==> config.mk <==
export PLATFORM = sky130hd
export DESIGN_NAME = parity_gen_chk_seq
export DESIGN_NICKNAME = d
export VERILOG_FILES = /design/src/rtl/parity_pkg.sv /design/src/rtl/sat_counter.sv /design/src/rtl/parity_gen_chk_seq.sv
export SDC_FILE = /design/constraint.sdc
export NUM_CORES = 1
export LEC_CHECK = 0
export CORE_MARGIN = 2
export CORE_UTILIZATION = 54
export CTS_BUF_LIST = sky130_fd_sc_hd__clkbuf_4
export CTS_CLUSTER_DIAMETER = 100
export DETAILED_ROUTE_END_ITERATION = 8
export PLACE_DENSITY = 0.81
export SLEW_MARGIN = 20
export SYNTH_ARGS = -nofsm -noshare
export SYNTH_HDL_FRONTEND = slang
export SYNTH_HIERARCHICAL = 1
export SYNTH_SLANG_ARGS = --single-unit
==> constraint.sdc <==
create_clock -name clk -period 2.3 [get_ports clk]
set_clock_uncertainty 0.05 [all_clocks]
set_input_delay 0.23 -clock clk [delete_from_list [all_inputs] [get_ports clk]]
set_output_delay 0.23 -clock clk [all_outputs]
set_load 0.03 [all_outputs]
==> src/rtl/parity_pkg.sv <==
// Shared state and parity-mode encodings for the sequential parity generator/checker.
package parity_pkg;

   localparam logic [1:0] ST_IDLE = 2'd0;
   localparam logic [1:0] ST_CALC = 2'd1;
   localparam logic [1:0] ST_DONE = 2'd2;

   localparam logic PAR_EVEN = 1'b0;
   localparam logic PAR_ODD  = 1'b1;

   typedef enum logic [1:0] {
      IDLE = ST_IDLE,
      CALC = ST_CALC,
      DONE = ST_DONE
   } state_t;

endpackage

==> src/rtl/sat_counter.sv <==
// Saturating up-counter with synchronous clear; clear wins over increment.
module sat_counter #(
   parameter int CNT_W = 8
) (
   input  logic             clk,
   input  logic             rst_n,
   input  logic             clr,
   input  logic             inc,
   output logic [CNT_W-1:0] cnt
);

   logic [CNT_W-1:0] cnt_q;
   logic [CNT_W-1:0] cnt_d;

   always_comb begin
      cnt_d = cnt_q;
      if (clr) begin
         cnt_d = '0;
      end else if (inc && (cnt_q != {CNT_W{1'b1}})) begin
         cnt_d = cnt_q + CNT_W'(1);
      end
   end

   always_ff @(posedge clk or negedge rst_n) begin
      if (!rst_n) begin
         cnt_q <= '0;
      end else begin
         cnt_q <= cnt_d;
      end
   end

   assign cnt = cnt_q;

endmodule

==> src/rtl/parity_gen_chk_seq.sv <==
// Sequential parity generator/checker: folds CHUNK bits per cycle, appends parity, flags mismatches.
module parity_gen_chk_seq
   import parity_pkg::*;
#(
   parameter int WIDTH = 9,
   parameter int CHUNK = 3,
   parameter int CNT_W = 8
) (
   input  logic             clk,
   input  logic             rst_n,
   input  logic             in_valid,
   output logic             in_ready,
   input  logic [WIDTH-1:0] in_data,
   input  logic             in_par,
   input  logic             odd_sel,
   input  logic             chk_en,
   output logic             out_valid,
   input  logic             out_ready,
   output logic [WIDTH:0]   out_data,
   output logic             out_err,
   output logic [CNT_W-1:0] err_cnt,
   input  logic             cnt_clr
);

   localparam int N      = WIDTH / CHUNK;
   localparam int BEAT_W = (N > 1) ? $clog2(N) : 1;

   if ((WIDTH < 1) || (CHUNK < 1) || ((WIDTH % CHUNK) != 0)) begin : g_bad_params
      $error("parity_gen_chk_seq: WIDTH must be >= 1 and an exact multiple of CHUNK");
   end

   state_t              state_q, state_d;
   logic [WIDTH-1:0]    shift_q, shift_d;
   logic [WIDTH-1:0]    data_q, data_d;
   logic                acc_q, acc_d;
   logic [BEAT_W-1:0]   beat_q, beat_d;
   logic                odd_q, odd_d;
   logic                chk_q, chk_d;
   logic                par_q, par_d;
   logic [WIDTH:0]      out_data_q, out_data_d;
   logic                out_err_q, out_err_d;
   logic                fold;
   logic                parity;

   assign in_ready  = (state_q == IDLE);
   assign out_valid = (state_q == DONE);
   assign out_data  = out_data_q;
   assign out_err   = out_err_q;

   // fold/parity already include the current beat so the last CALC cycle can register the result directly
   always_comb begin
      state_d    = state_q;
      shift_d    = shift_q;
      data_d     = data_q;
      acc_d      = acc_q;
      beat_d     = beat_q;
      odd_d      = odd_q;
      chk_d      = chk_q;
      par_d      = par_q;
      out_data_d = out_data_q;
      out_err_d  = out_err_q;
      fold       = acc_q ^ (^shift_q[CHUNK-1:0]);
      parity     = fold ^ (odd_q == PAR_ODD);

      case (state_q)
         IDLE: begin
            if (in_valid) begin
               shift_d = in_data;
               data_d  = in_data;
               odd_d   = odd_sel;
               chk_d   = chk_en;
               par_d   = in_par;
               acc_d   = 1'b0;
               beat_d  = '0;
               state_d = CALC;
            end
         end
         CALC: begin
            acc_d   = fold;
            shift_d = shift_q >> CHUNK;
            beat_d  = beat_q + BEAT_W'(1);
            if (beat_q == BEAT_W'(N - 1)) begin
               out_data_d = {parity, data_q};
               out_err_d  = chk_q & (parity != par_q);
               state_d    = DONE;
            end
         end
         DONE: begin
            if (out_ready) begin
               state_d = IDLE;
            end
         end
         default: begin
            state_d = IDLE;
         end
      endcase
   end

   always_ff @(posedge clk or negedge rst_n) begin
      if (!rst_n) begin
         state_q    <= IDLE;
         shift_q    <= '0;
         data_q     <= '0;
         acc_q      <= 1'b0;
         beat_q     <= '0;
         odd_q      <= PAR_EVEN;
         chk_q      <= 1'b0;
         par_q      <= 1'b0;
         out_data_q <= '0;
         out_err_q  <= 1'b0;
      end else begin
         state_q    <= state_d;
         shift_q    <= shift_d;
         data_q     <= data_d;
         acc_q      <= acc_d;
         beat_q     <= beat_d;
         odd_q      <= odd_d;
         chk_q      <= chk_d;
         par_q      <= par_d;
         out_data_q <= out_data_d;
         out_err_q  <= out_err_d;
      end
   end

   sat_counter #(
      .CNT_W(CNT_W)
   ) u_err_cnt (
      .clk  (clk),
      .rst_n(rst_n),
      .clr  (cnt_clr),
      .inc  (out_valid && out_ready && out_err_q),
      .cnt  (err_cnt)
   );

endmodule
==> key figures, run 1 <==
Clocking
  – H-tree Lvls: 2
  – Inserted Clock Buffers: 5
  – Clk_lat worst skew: between 0.3 and 0.4 ns
  – CTS tree: yes
  – Clock transition at path regs: roughly 0.12 ns
  – CTS Buffer Depth: 2
  – Post-CTS sizing: 0
  – Post-CTS setup buffers: 0
  – Cts hold-fix bufs: 1
  – CTS root buf: clkbuf_4
  – CTS sink cnt: 45

Routing
  – DRC viols: 0
  – Via count: 1,419
  – Final WL: 4.004 mm
  – Routed WL per cell: around 16 um
  – Post-route ant nets: 0
  – Drt initial violations: 96
  – DRT Pass-1 Iters: 4
  – Vias/cell: between 5 and 6

Synth
  – Area of the mapped netlist: between 0.002 and 0.0025 mm^2
  – Ys flop type: dfrtp_1
  – Ys Warns: 6
  – Post-synth EDFFs: 0
  – Syn Inst Count: roughly 160
  – Sequential share of the synthesized area: 0.5532
  – Async SR Flop Fraction: 1.000
  – Synthesized area per cell: roughly 12 um^2
  – Synth Register Bits: 45
  – Netlist cell types: between 40 and 50
  – Syn Nets: ~180

Min path
  – Worst min path class: in -> reg
  – Hold Path Depth: 2

Setup path
  – Worst R2R End: u_err_cnt/cnt[7]
  – CP arrival: about 1.8 ns
  – Delay of the slowest critical-path stage: between 0.6 and 0.7 ns
  – Worst-path cell chain: nand2b_1, inv_1, clkdlybuf4s50_1
  – Worst reg2reg path startpoint: state_q[0]
  – Worst Reg-to-Reg Cells: 6
  – Buf/Inv on CP: 2
  – Internal reg-to-reg setup slack: around 0.29 ns
  – WP data required: 2.02 ns
  – CP endpoint: out_valid
  – Crit path max-delay family: buffers and inverters
  – Crit Path Class: reg -> out
  – Worst setup SP type: register
  – Worst Path Max Fanout: 7
  – CP Capture Type: output pin
  – Worst path depth: 3
  – Worst path slowest cell: clkdlybuf4s50_1
  – Crit. Startpoint: state_q[0]

Global routing
  – GRT Max-Usage Layer: met2
  – Total Routing Usage GR: 0.2179
  – GR Layer Usage met3: 0.04623
  – Total congestion overflow: 0
  – Met2 Use GR: 0.3635
  – Largest net degree at the start of global routing: 46
  – Vias in the first global route: 1,471
  – Initial antenna violation count: 0
  – GRT met1 Usage: 0.2717
  – First-pass GRT wire length: a little under 7 mm

Timing
  – Max Freq: 484.1 MHz
  – Min cycle time layout: a little over 2 ns
  – Final critical-path share of the clock period: 0.8982
  – Final Max Tran Viols: 0
  – WHS: roughly 0.42 ns
  – Worst Tran Pin Value: 0.9834 ns
  – Final TNS setup: 0 ns
  – Unrepaired setup endpoints after global routing: no
  – Final hold violation count: 0
  – Setup violators final: 0
  – Max-slew headroom: 0.3444

Floorplanning
  – Die area: ~0.0043 mm^2
  – I/O pin total: 38
  – Chip Height: 65.40 um
  – Initial Util: 0.5603
  – Die width: between 60 and 70 um
  – Cell Rows: 22
  – Core Area: 0.003633 mm^2

Layout
  – Share of cells above drive strength 1: 0.1961
  – # diodes: 0
  – Most common cell after layout, fill and taps aside: dfrtp_1
  – Area grow syn2layout: 25.45%
  – Nets: 222
  – Commonest cells after routing, fill and taps aside: dfrtp_1, clkdlybuf4s50_1, mux2_2, nand2_1, a22oi_1

Placed design
  – DPL Wire Length: between 2 and 3 mm
  – # port buffers: 37
  – Gpl congestion: approximately 0.78

Pwr
  – Maximum VDD drop: roughly 0.00073 V
  – Pwr/cell area: 1318 mW/mm^2
  – Static Leak: roughly 1.1 nW

Status
  – Status: completed

Run
  – MaxCap Viol Count: 0
[where the power goes]
part,internal (mW),switching (mW)
logic,0.768,0.700
registers,1.10,0.214
clock network,0.337,0.245
[kinds of logic after synthesis]
logic type	after synthesis	share of synthesized area
buffers and inverters	11	0.03073
multiplexers	24	0.1321
AO/OA/AOI/OAI	26	0.08667
AND/OR/NAND/NOR	49	0.1383
adder cells (fa/ha/maj)	2	0.01229
XOR/XNOR	6	0.04671
flip-flops	45	0.5532
[registers in the layout (all words and copies together) (netlist names)]
register,flops
out_err,1
state_q,2
odd_q,1
out_data,10
beat_q,2
acc_q,1
par_q,1
u_err_cnt/cnt,8
data_q,9
shift_q,9
chk_q,1
[per-layer routing]
layer,part of all wire,up-vias
li1,-,663
met1,0.43,699
met2,0.50,49
met3,0.050,8
met4,0.013,0
met5,0,-
[worst min path at each step]
stage	start	endpoint	slack, ns
after floorplan	rst_n	acc_q	-0.12
after global placement	rst_n	state_q[1]	0.38
after detailed placement	rst_n	state_q[0]	0.39
after CTS	out_ready	state_q[1]	0.41
after global routing	out_ready	state_q[1]	0.42
final	out_ready	state_q[1]	0.42
[through the flow]
stage	instance area (um^2)	setup WS [ns]	util	std cells	total power [mW]
2_1_floorplan	2036	0.3288	-	163	2.341
3_5_place_dp	2441	0.2760	0.6718	243	2.792
3_3_place_gp	2441	0.4379	0.6718	243	2.727
6_report	2554	0.2342	0.7028	252	3.365
5_1_grt	2554	0.1409	0.7028	252	3.579
4_1_cts	2554	0.2123	0.7028	252	3.394
[final cells by class]
| cell class | instances | area [um^2] |
|---|---|---|
| Sequential cell | 45 | 1126 |
| Fill cell | 274 | 1080 |
| Multi-Input combinational cell | 107 | 847.1 |
| Timing Repair Buffer | 40 | 402.9 |
| Clock inverter | 3 | 65.06 |
| Tap cell | 48 | 60.06 |
| Clock buffer | 5 | 37.54 |
| Inverter | 4 | 15.01 |
[cell usage after synthesis (2+ instances only)]
master	instances	area (um^2)
mux2_2	23	259.0
a22oi_1	6	45.04
nand2b_1	4	25.02
nand3_1	3	15.01
nand2_1	19	71.32
ha_1	2	25.02
dfrtp_1	45	1126
xnor3_1	2	45.04
buf_6	2	22.52
a22o_1	3	26.28
and3_1	2	12.51
o21bai_1	2	15.01
o21ai_1	2	10.01
a21oi_1	3	15.01
xnor2_2	2	32.53
inv_1	4	15.01
nor3_1	4	20.02
buf_2	2	10.01
clkbuf_1	2	7.510
o21ai_0	4	20.02
nor2_1	3	11.26
nor2b_1	4	25.02
No activity file was read; power rests on OpenSTA's default activity.
==> run 2: changes to the inputs <==
- GPL_TIMING_DRIVEN: not set -> 0
==> run 2 against run 1 <==
Largest cell class unchanged. Final cell count rose by 2.4%. Register-to-register slack barely moved. Fmax fell by 0.17%. Critical path depth did not move. Worst setup slack got worse by 0.0036 ns.
==> key figures, run 2 (synthesis gave the netlist of run 1 again) <==
Status
  – Status: completed

Layout
  – Util after Layout: 0.7073 (+0.004476)
  – Area occupied by multi-input gates: 847.1 um^2 (unchanged)
  – Max reg flops: 10 (unchanged)
  – FF+latch area: 0.001126 mm^2 (unchanged)
  – Most common cell after layout, fill and taps aside: dfrtp_1
  – Commonest cells after routing, fill and taps aside: dfrtp_1, clkdlybuf4s50_1, mux2_2, nand2_1, a22oi_1
  – # diodes: 0 (unchanged)
  – Area grow syn2layout: 26.24%
  – Nets: 228 (+2.7%)
  – Final instance area: 0.002570 mm^2 (+0.64%)
  – Final non-filler cell total: 258 (+2.4%)
  – Layout fillers: 278 (+1.5%)
  – Share of cells above drive strength 1: 0.2048 (+0.008683)

Min path
  – Worst min path class: in -> async

Setup path
  – Worst-path cell chain: nand2b_1, inv_1, clkdlybuf4s50_1
  – Crit Path Class: reg -> out
  – Worst path slowest cell: clkdlybuf4s50_1
  – Crit. Startpoint: state_q[0]
  – Delay of the slowest critical-path stage: 0.66 ns (about the same)
  – Worst R2R End: u_err_cnt/cnt[7]
  – CP arrival: 1.79 ns (about the same)
  – Worst setup SP type: register
  – Internal reg-to-reg setup slack: 0.28 ns (about the same)
  – WP data required: 2.02 ns (about the same)
  – Worst Path Max Fanout: 7 (unchanged)
  – Worst Reg-to-Reg Cells: 7 (+1)
  – CP Capture Type: output pin
  – Worst reg2reg path startpoint: state_q[0]

Placed design
  – DPL Wire Length: 2.923 mm (+5.4%)
  – Gpl congestion: 0.7637 (-2.5%)
  – # port buffers: 37 (unchanged)
  – Post-placement setup slack: 0.2966 ns (+0.02060 ns)
  – Cell Area, Placed: 0.002481 mm^2 (+1.6%)
  – DP Cell Count: 249 (+2.5%)

Clocking
  – CTS root buf: clkbuf_4
  – Post-CTS setup buffers: 0 (unchanged)
  – CTS Buffer Depth: 2 (unchanged)
  – Post-CTS sizing: 0 (unchanged)
  – Clk_lat worst skew: 0.35 ns (about the same)
  – Inserted Clock Buffers: 5 (unchanged)
  – CTS tree: yes
  – Cts hold-fix bufs: 1 (unchanged)
  – Clock transition at path regs: 0.13 ns (about the same)
  – H-tree Lvls: 2 (unchanged)
  – CTS sink cnt: 45 (unchanged)

Routing
  – Vias/cell: 5.430 (-3.6%)
  – DRT Pass-1 Iters: 4 (unchanged)
  – DRC viols: 0 (unchanged)
  – Final WL: 4.036 mm (+0.80%)
  – Routed WL per cell: 15.64 um (-1.5%)
  – Drt initial violations: 86 (-10%)
  – Post-route ant nets: 0 (unchanged)
  – Via count: 1,401 (-1.3%)

Timing
  – Final hold violation count: 0 (unchanged)
  – Worst Tran Pin Value: 0.4318 ns (-0.5516 ns)
  – Min cycle time layout: 2.069 ns (+0.003607 ns)
  – Max Freq: 483.2 MHz (-0.17%)
  – Final TNS setup: 0 ns (unchanged)
  – Final critical-path share of the clock period: 0.8998 (+0.001568)
  – Setup violators final: 0 (unchanged)
  – Final worst slack: 0.2306 ns (-0.003607 ns)
  – Unrepaired setup endpoints after global routing: no
  – Max-slew headroom: 0.7121 (+0.3677)
  – Final Max Tran Viols: 0 (unchanged)

Floorplanning
  – I/O pin total: 38 (unchanged)
  – Die area: 0.004277 mm^2 (unchanged)
  – Die width: 65.40 um (unchanged)
  – Cell Rows: 22 (unchanged)
  – Initial Util: 0.5603 (unchanged)
  – Chip Height: 65.40 um (unchanged)
  – Core Area: 0.003633 mm^2 (unchanged)

Global routing
  – Total congestion overflow: 0 (unchanged)
  – Total Routing Usage GR: 0.2162 (-0.001749)
  – Initial antenna violation count: 0 (unchanged)
  – Largest net degree at the start of global routing: 35 (-24%)
  – First-pass GRT wire length: 6.865 mm (-1.4%)
  – Vias in the first global route: 1,457 (-0.95%)

Pwr
  – Pwr/cell area: 1269 mW/mm^2 (-3.7%)
  – Static Leak: 1.139 nW (+0.80%)
  – Maximum VDD drop: 0.0006728 V (-8.1%)

Run
  – MaxCap Viol Count: 0 (unchanged)
## run 2: power breakdown
part           total, mW  switching [mW]  internal [mW]  leakage, nW
clock network      0.476           0.251          0.225       0.0389
registers           1.32           0.214           1.10        0.566
logic               1.47           0.692          0.777        0.534
## run 2: cell type report
cell class              count  share of cell area
repair buffers             39              0.1538
clock inverters             3             0.01607
inverters                   4            0.005842
multi-input cells         107              0.3296
clock buffers               5             0.01461
well taps                  48             0.02337
plain buffers               7             0.01850
flip-flops and latches     45              0.4382
## run 2: worst max-delay path, delay by kind of cell, from the launching register on
family	cells	cell delay, ns
buf+inv	2	0.73
simple gates	1	0.20
flops	1	0.50
## run 2: how the worst max path moves through the flow
| stage | endpoint | slack [ns] |
|---|---|---|
| finish | out_valid | 0.23 |
| CTS | out_valid | 0.20 |
| floorplan | u_err_cnt/cnt[7] | 0.33 |
| global placement | out_data[3] | -0.17 |
| detailed placement | u_err_cnt/cnt[7] | 0.30 |
| global route | u_err_cnt/cnt[7] | 0.13 |
## run 2: through the flow
step	total power, mW	hold slack (ns)
2_1_floorplan	2.341	-0.1156
3_3_place_gp	2.742	0.4002
3_5_place_dp	2.818	0.07790
4_1_cts	3.298	0.2106
5_1_grt	3.468	0.2266
6_report	3.261	0.2197
## run 2: routing by layer
metal  up-vias  GRT usage  wire length (um)  part of all wire
li1        671          -                 -                 -
met1       688     0.2759              1782              0.44
met5         -          0                 0                 0
met2        38     0.3686              2049              0.51
met4         0    0.05729                32            0.0079
met3         4    0.05479               171             0.042
==> run 3: changes to the inputs <==
- ABC_CLOCK_PERIOD_IN_PS: not set -> 2300
==> results of run 3 <==
Same layout as run 2: the final DEF is identical, and so are final timing and power.
